<file path="src/rtl/matinv2_seq.sv">
// Sequential 2x2 fixed-point matrix inverse: determinant, reciprocal by restoring
// division (one quotient bit per cycle), then adjugate scaling with saturation.
module matinv2_seq #(
  parameter int DATA_WIDTH = 16,
  parameter int FRAC_BITS  = 8
) (
  input  logic                    clk,
  input  logic                    rst_n,
  input  logic                    in_valid,
  output logic                    in_ready,
  input  logic [4*DATA_WIDTH-1:0] a,
  output logic                    out_valid,
  input  logic                    out_ready,
  output logic [4*DATA_WIDTH-1:0] prod,
  output logic [1:0]              error_line
);

  localparam int W  = DATA_WIDTH;
  localparam int F  = FRAC_BITS;
  localparam int DW = 2*W + 1;
  localparam int QW = 2*F + 1;
  localparam int PW = 2*W + 2;
  localparam int CW = $clog2(QW + 1);
  localparam logic [CW-1:0] LAST = CW'(QW - 1);
  localparam longint MAXR_L = (longint'(1) << (W-1)) - 1;
  localparam logic signed [PW-1:0] MAXV = PW'(MAXR_L);
  localparam logic signed [PW-1:0] MINV = -MAXV - 1;

  typedef enum logic [2:0] {IDLE, DET, DIV, SCALE, DONE} state_t;

  state_t state, state_nx;
  logic   armed;

  logic signed [W-1:0]  a00, a01, a10, a11;
  logic signed [DW-1:0] det_q;
  logic [DW-1:0]        rem;
  logic [QW-1:0]        quo;
  logic [CW-1:0]        cnt;

  logic signed [DW-1:0] e00, e01, e10, e11, det_full, det_shift;
  logic [DW-1:0]        dabs, rem_nx;
  logic [DW:0]          trial;
  logic                 ge;
  logic [PW-1:0]        quo_ext;
  logic                 r_clamp;
  logic [W-1:0]         r_mag;
  logic signed [W:0]    r_s, x00, x01, x10, x11;
  logic signed [PW-1:0] f00, f01, f10, f11;
  logic [W:0]           c00, c01, c10, c11;
  logic [4*W-1:0]       prod_nx;
  logic                 sat_any;

  // Top bit of the result flags a clamp; the low W bits are the clamped value.
  function automatic logic [W:0] clip(input logic signed [PW-1:0] v);
    if (v > MAXV)      return {1'b1, MAXV[W-1:0]};
    else if (v < MINV) return {1'b1, MINV[W-1:0]};
    else               return {1'b0, v[W-1:0]};
  endfunction

  assign in_ready  = (state == IDLE) && armed;
  assign out_valid = (state == DONE);

  always_comb begin
    state_nx = state;
    case (state)
      IDLE:    if (in_valid && in_ready) state_nx = DET;
      DET:     state_nx = DIV;
      DIV:     if (det_q == '0) state_nx = DONE;
               else if (cnt == LAST) state_nx = SCALE;
      SCALE:   state_nx = DONE;
      DONE:    if (out_ready) state_nx = IDLE;
      default: state_nx = IDLE;
    endcase
  end

  // Determinant and one restoring-division step; the dividend 2^(2F) has only its
  // top bit set, so the bit shifted in is 1 on the first step and 0 afterwards.
  always_comb begin
    e00 = a00;
    e01 = a01;
    e10 = a10;
    e11 = a11;
    det_full  = e00*e11 - e01*e10;
    det_shift = det_full >>> F;
    dabs   = det_q[DW-1] ? DW'(-det_q) : DW'(det_q);
    trial  = {rem, (cnt == '0)};
    ge     = (trial >= {1'b0, dabs});
    rem_nx = ge ? DW'(trial - {1'b0, dabs}) : DW'(trial);
  end

  always_comb begin
    quo_ext = PW'(quo);
    r_clamp = (quo_ext > PW'(MAXR_L));
    r_mag   = r_clamp ? MAXV[W-1:0] : quo_ext[W-1:0];
    r_s     = det_q[DW-1] ? -$signed({1'b0, r_mag}) : $signed({1'b0, r_mag});
    x00 = $signed({a00[W-1], a00});
    x01 = -$signed({a01[W-1], a01});
    x10 = -$signed({a10[W-1], a10});
    x11 = $signed({a11[W-1], a11});
    f00 = (r_s * x11) >>> F;
    f01 = (r_s * x01) >>> F;
    f10 = (r_s * x10) >>> F;
    f11 = (r_s * x00) >>> F;
    c00 = clip(f00);
    c01 = clip(f01);
    c10 = clip(f10);
    c11 = clip(f11);
    prod_nx = {c11[W-1:0], c10[W-1:0], c01[W-1:0], c00[W-1:0]};
    sat_any = r_clamp | c00[W] | c01[W] | c10[W] | c11[W];
  end

  // armed keeps in_ready low until the first edge after reset is released.
  always_ff @(posedge clk or negedge rst_n) begin
    if (!rst_n) begin
      state      <= IDLE;
      armed      <= 1'b0;
      a00        <= '0;
      a01        <= '0;
      a10        <= '0;
      a11        <= '0;
      det_q      <= '0;
      rem        <= '0;
      quo        <= '0;
      cnt        <= '0;
      prod       <= '0;
      error_line <= 2'b00;
    end else begin
      armed <= 1'b1;
      state <= state_nx;
      case (state)
        IDLE: if (in_valid && in_ready) {a11, a10, a01, a00} <= a;
        DET: begin
          det_q <= det_shift;
          rem   <= '0;
          quo   <= '0;
          cnt   <= '0;
        end
        DIV: begin
          if (det_q == '0) begin
            prod       <= '0;
            error_line <= 2'b01;
          end else begin
            rem <= rem_nx;
            quo <= {quo[QW-2:0], ge};
            cnt <= cnt + CW'(1);
          end
        end
        SCALE: begin
          prod       <= prod_nx;
          error_line <= sat_any ? 2'b10 : 2'b00;
        end
        default: ;
      endcase
    end
  end

endmodule

</file>
<file path="config.mk">
export PLATFORM = sky130hd
export DESIGN_NAME = matinv2_seq
export DESIGN_NICKNAME = d
export VERILOG_FILES = /design/src/rtl/matinv2_seq.sv
export SDC_FILE = /design/constraint.sdc
export NUM_CORES = 2
export LEC_CHECK = 0
export CORE_UTILIZATION = 70
export CTS_CLUSTER_SIZE = 16
export DETAILED_ROUTE_END_ITERATION = 6
export PLACE_DENSITY = 0.89
export SLEW_MARGIN = 20
export SYNTH_ARGS = -nofsm -noshare
export SYNTH_HDL_FRONTEND = slang
export SYNTH_SLANG_ARGS = --single-unit
export TNS_END_PERCENT = 30
</file>
<file path="constraint.sdc">
create_clock -name clk -period 16.3 [get_ports clk]
set_clock_uncertainty 0.05 [all_clocks]
set_input_delay 4.89 -clock clk [delete_from_list [all_inputs] [get_ports clk]]
set_output_delay 4.89 -clock clk [all_outputs]
set_load 0.02 [all_outputs]
</file>
==> run summary <==
The initial antenna violation count is 3. The placed wire-length estimate after detailed placement came out at 160 mm. The count of instances resized after the clock tree is built is 0. The post-synthesis instance area came out at 0.0733 mm². The family with the most delay on the worst path is adder cells. The total met2 wirelength after detailed routing is 95.2 mm.

The critical path is of the register to register type. Entering global routing, the biggest net connects 95 pins. The height of the die is 326 µm.

The checks that failed: DRC. The post-route netlist has 4.20% of its cells at a drive strength greater than 1. Using the TritonRoute via totals, the vias-per-cell ratio works out to 6.03. The utilization of the core after routing came out at 74.5%.

The number of CTS-inserted buffers is 30. The number of hold violations in the final report was 0. The post-synthesis share of cell area spent on xor and xnor gates is 3.32%.

The top cell types in the final layout, fill and taps aside, are inv_1 (1,841), fa_1 (1,730), nand2_1 (946). Of the total synthesized cell area, the portion taken by full adders, half adders and majority gates is 56.1%. The total DRC errors in the routed layout came out at 8. The slew at the pin closest to its max-slew limit is 1.25 ns. The number of nets in the layout is 10,200. The count of hold-fix buffers inserted at cts is 0.

The die extent in x came out at 326 µm. The element type at the critical path start is a register. The highest layer touched by signal routing is met5. By area, the combinational part of the netlist is dominated by adder cells. The smallest clock period supported by the final layout is computed as 11.24 ns. Setup total negative slack on the finished layout was measured at 0 ns.

The run finished, with violations left. The total length of routed met3 wires is 24.2 mm. Setup violations remaining at the end of the flow were counted as 0.

In this run the remaining antenna-violating nets after routing total 0. The sequential cell area fraction in the yosys report is 7.31%. The clock insertion delay at the later pin of the skew report is 0.66 ns.

At the placement stage, the worst setup path has a slack of 5.26 ns. Port buffering added 135 buffers. The number of global-route vias before repair is 63,000. STA classifies the critical path endpoint as a register. The path class of the tightest hold or removal check is register to register. The number of cells produced by synthesis came out at 7,972. The final worst-path setup slack is 5.06 ns. The first global-routing pass estimated 331 mm of wire.

The routed length per instance is 21.8 µm. The largest fanout on the critical path came out at 47. Setup repair after global routing left no endpoint under its margin. The number of sinks driven by the clock tree came out at 214.

The number of standard-cell rows in the floorplan is 118. The Yosys warning count came out at 0. Max-cap violations in this run came to 0. The final wirelength came out at 203 mm. Leaving out fill and tap cells, the most frequent cell in the layout is inv_1. The clock input transition at the sequential cells of the worst setup and hold paths came out at 0.08 ns. The count of final max-slew check failures is 0. The post-synthesis average cell area is 9.19 µm².

The DRC violation total after the first TritonRoute iteration is 4,893. The post-route worst hold slack is 0.431 ns. The largest buffer count on any clock path is 3.

The synthesized netlist devotes 5.67% of its cell area to compound gates. The placer's final routability congestion estimate is 0.986. After clock tree synthesis, the setup repair step added 0 buffers. For this run, the total global-route usage over all layers was measured as 40.3%. The post-synthesis sequential element count is 214. By instance count, the cell type seen most on the critical path is fa_1. The biggest cell delay along the critical path came out at 0.57 ns. The iteration count of the initial detailed-routing pass came out at 7.

After detailed routing, the wire length on met1 is 68.4 mm. The worst-path cell with the longest stage delay is o31a_1. The region available for standard cell placement spans 0.104 mm². Of the available clock period, the critical path in the final layout requires 68.9%. Data arrives at the worst endpoint at 11.71 ns. The flip-flop cell with the highest count after synthesis is dfrtp_1. The global-route congestion overflow total is 0. Based on the critical path, the design can be clocked at up to 89.0 MHz. The CTS tree is yes. The H-tree depth came out at 1.

The normalized max-slew margin came out at 16.4%. The number of synthesized flops with an enable pin came out at 0. For the worst setup path, the data required time is 16.77 ns. The total via count in the routed design is 56,100.

The post-synthesis cell type count is 93. The critical path buffer and inverter count is 6. The share of cell area taken by muxes after synthesis came out at 1.42%. The top-level I/O count is 136. In the synthesized netlist the async set-or-reset flop fraction comes to 100%. The area growth from synthesis to layout came out at 5.42%. The simple logic cell fraction of the synthesized area came out at 14.7%.

The die outline area is 0.106 mm². The starting density of the core came out at 70.7%. The buffer cell driving the clock tree root is clkbuf_16.
## worst reg2reg max path, delay by kind of cell, from the launching register on
family                     cells  cell delay [ns]
adders and majority gates      8             3.61
DFF                            1             0.43
and+or+nand+nor                7             2.32
muxes                          1             0.19
buffers and inverters          6             1.39
AOI/OAI and AO/OA             12             3.09
## metal layers
layer,track usage [%],up-vias
li1,-,23500
met1,49.1,28100
met2,64.6,3526
met3,10.8,1024
met4,24.0,6
met5,0.665,-
## logic make-up (layout without fill, tap and decap cells)
kind of cell,after synthesis,after routing
and+or+nand+nor,2281,2281
adders and majority gates,2249,2249
buffers and inverters,2218,2150
AOI/OAI and AO/OA,636,636
xor gates and xnor gates,277,277
DFF,214,214
muxes,96,96
other,1,14
## state kept, by name, indices dropped and copies added (netlist names)
register and flops:
a00 16, error_line 2, a11 16, cnt 5, prod 64, a01 16
det_q 25, armed 1, rem 33, a10 16, quo 17, state 3
## stage by stage
step	area [µm²]	std cells
6_report	77300	9297
2_1_floorplan	73300	7979
4_1_cts	77200	9290
3_5_place_dp	76100	9234
3_3_place_gp	76100	9234
5_1_grt	77200	9291
## synth_stat cells (14+ instances only)
library cell | instances | area (µm²)
inv_1 | 1841 | 6910
fa_1 | 1730 | 34600
nand2_1 | 947 | 3550
and2_1 | 553 | 3460
ha_1 | 519 | 6490
nor2_1 | 437 | 1640
clkbuf_1 | 349 | 1310
dfrtp_1 | 214 | 5360
o21ai_0 | 171 | 856
xnor2_1 | 165 | 1450
a21oi_1 | 155 | 776
xor2_1 | 111 | 972
nand3_1 | 70 | 350
mux2_2 | 66 | 743
a21o_1 | 55 | 413
nor3_1 | 54 | 270
nor2b_1 | 43 | 269
nand2b_1 | 32 | 200
mux2i_1 | 30 | 300
a31oi_1 | 23 | 144
and3_1 | 21 | 131
o21a_1 | 18 | 135
o31ai_1 | 18 | 135
or2_2 | 18 | 113
or3_1 | 18 | 113
nand4_1 | 17 | 106
o21ai_1 | 17 | 85.1
o21bai_1 | 17 | 128
nor4_1 | 16 | 100
o22ai_1 | 16 | 100
a211oi_1 | 15 | 113
o22a_1 | 14 | 123
## layout make-up
| class | instances | area, µm² |
|---|---|---|
| Clock buffer | 33 | 782 |
| Fill cell | 6878 | 26400 |
| Inverter | 1843 | 6930 |
| Multi-Input combinational cell | 5547 | 59900 |
| Timing Repair Buffer | 251 | 2250 |
| Sequential cell | 214 | 5360 |
| Clock inverter | 23 | 317 |
| Tap cell | 1380 | 1730 |
| Antenna cell | 6 | 15.0 |
## final timing paths
| path | cells after the start | start | end | slack [ns] |
|---|---|---|---|---|
| max | 34 | quo[0]$_DFFE_PN0P_ | error_line[1]$_DFFE_PN0P_ | 5.06 |
| min | 2 | prod[58]$_DFFE_PN0P_ | prod[58]$_DFFE_PN0P_ | 0.43 |
| max reg2reg | 34 | quo[0]$_DFFE_PN0P_ | error_line[1]$_DFFE_PN0P_ | 5.06 |
| min reg2reg | 2 | prod[58]$_DFFE_PN0P_ | prod[58]$_DFFE_PN0P_ | 0.43 |
| max in group asynchronous | 2 | rst_n | a00[3]$_DFFE_PN0P_ | 10.33 |
| min in group asynchronous | 1 | rst_n | rem[1]$_DFFE_PN0P_ | 4.23 |
Power is left out: the tool's default activity adds up to more than one toggle a clock period on the data nets, which glitch-free logic cannot reach.
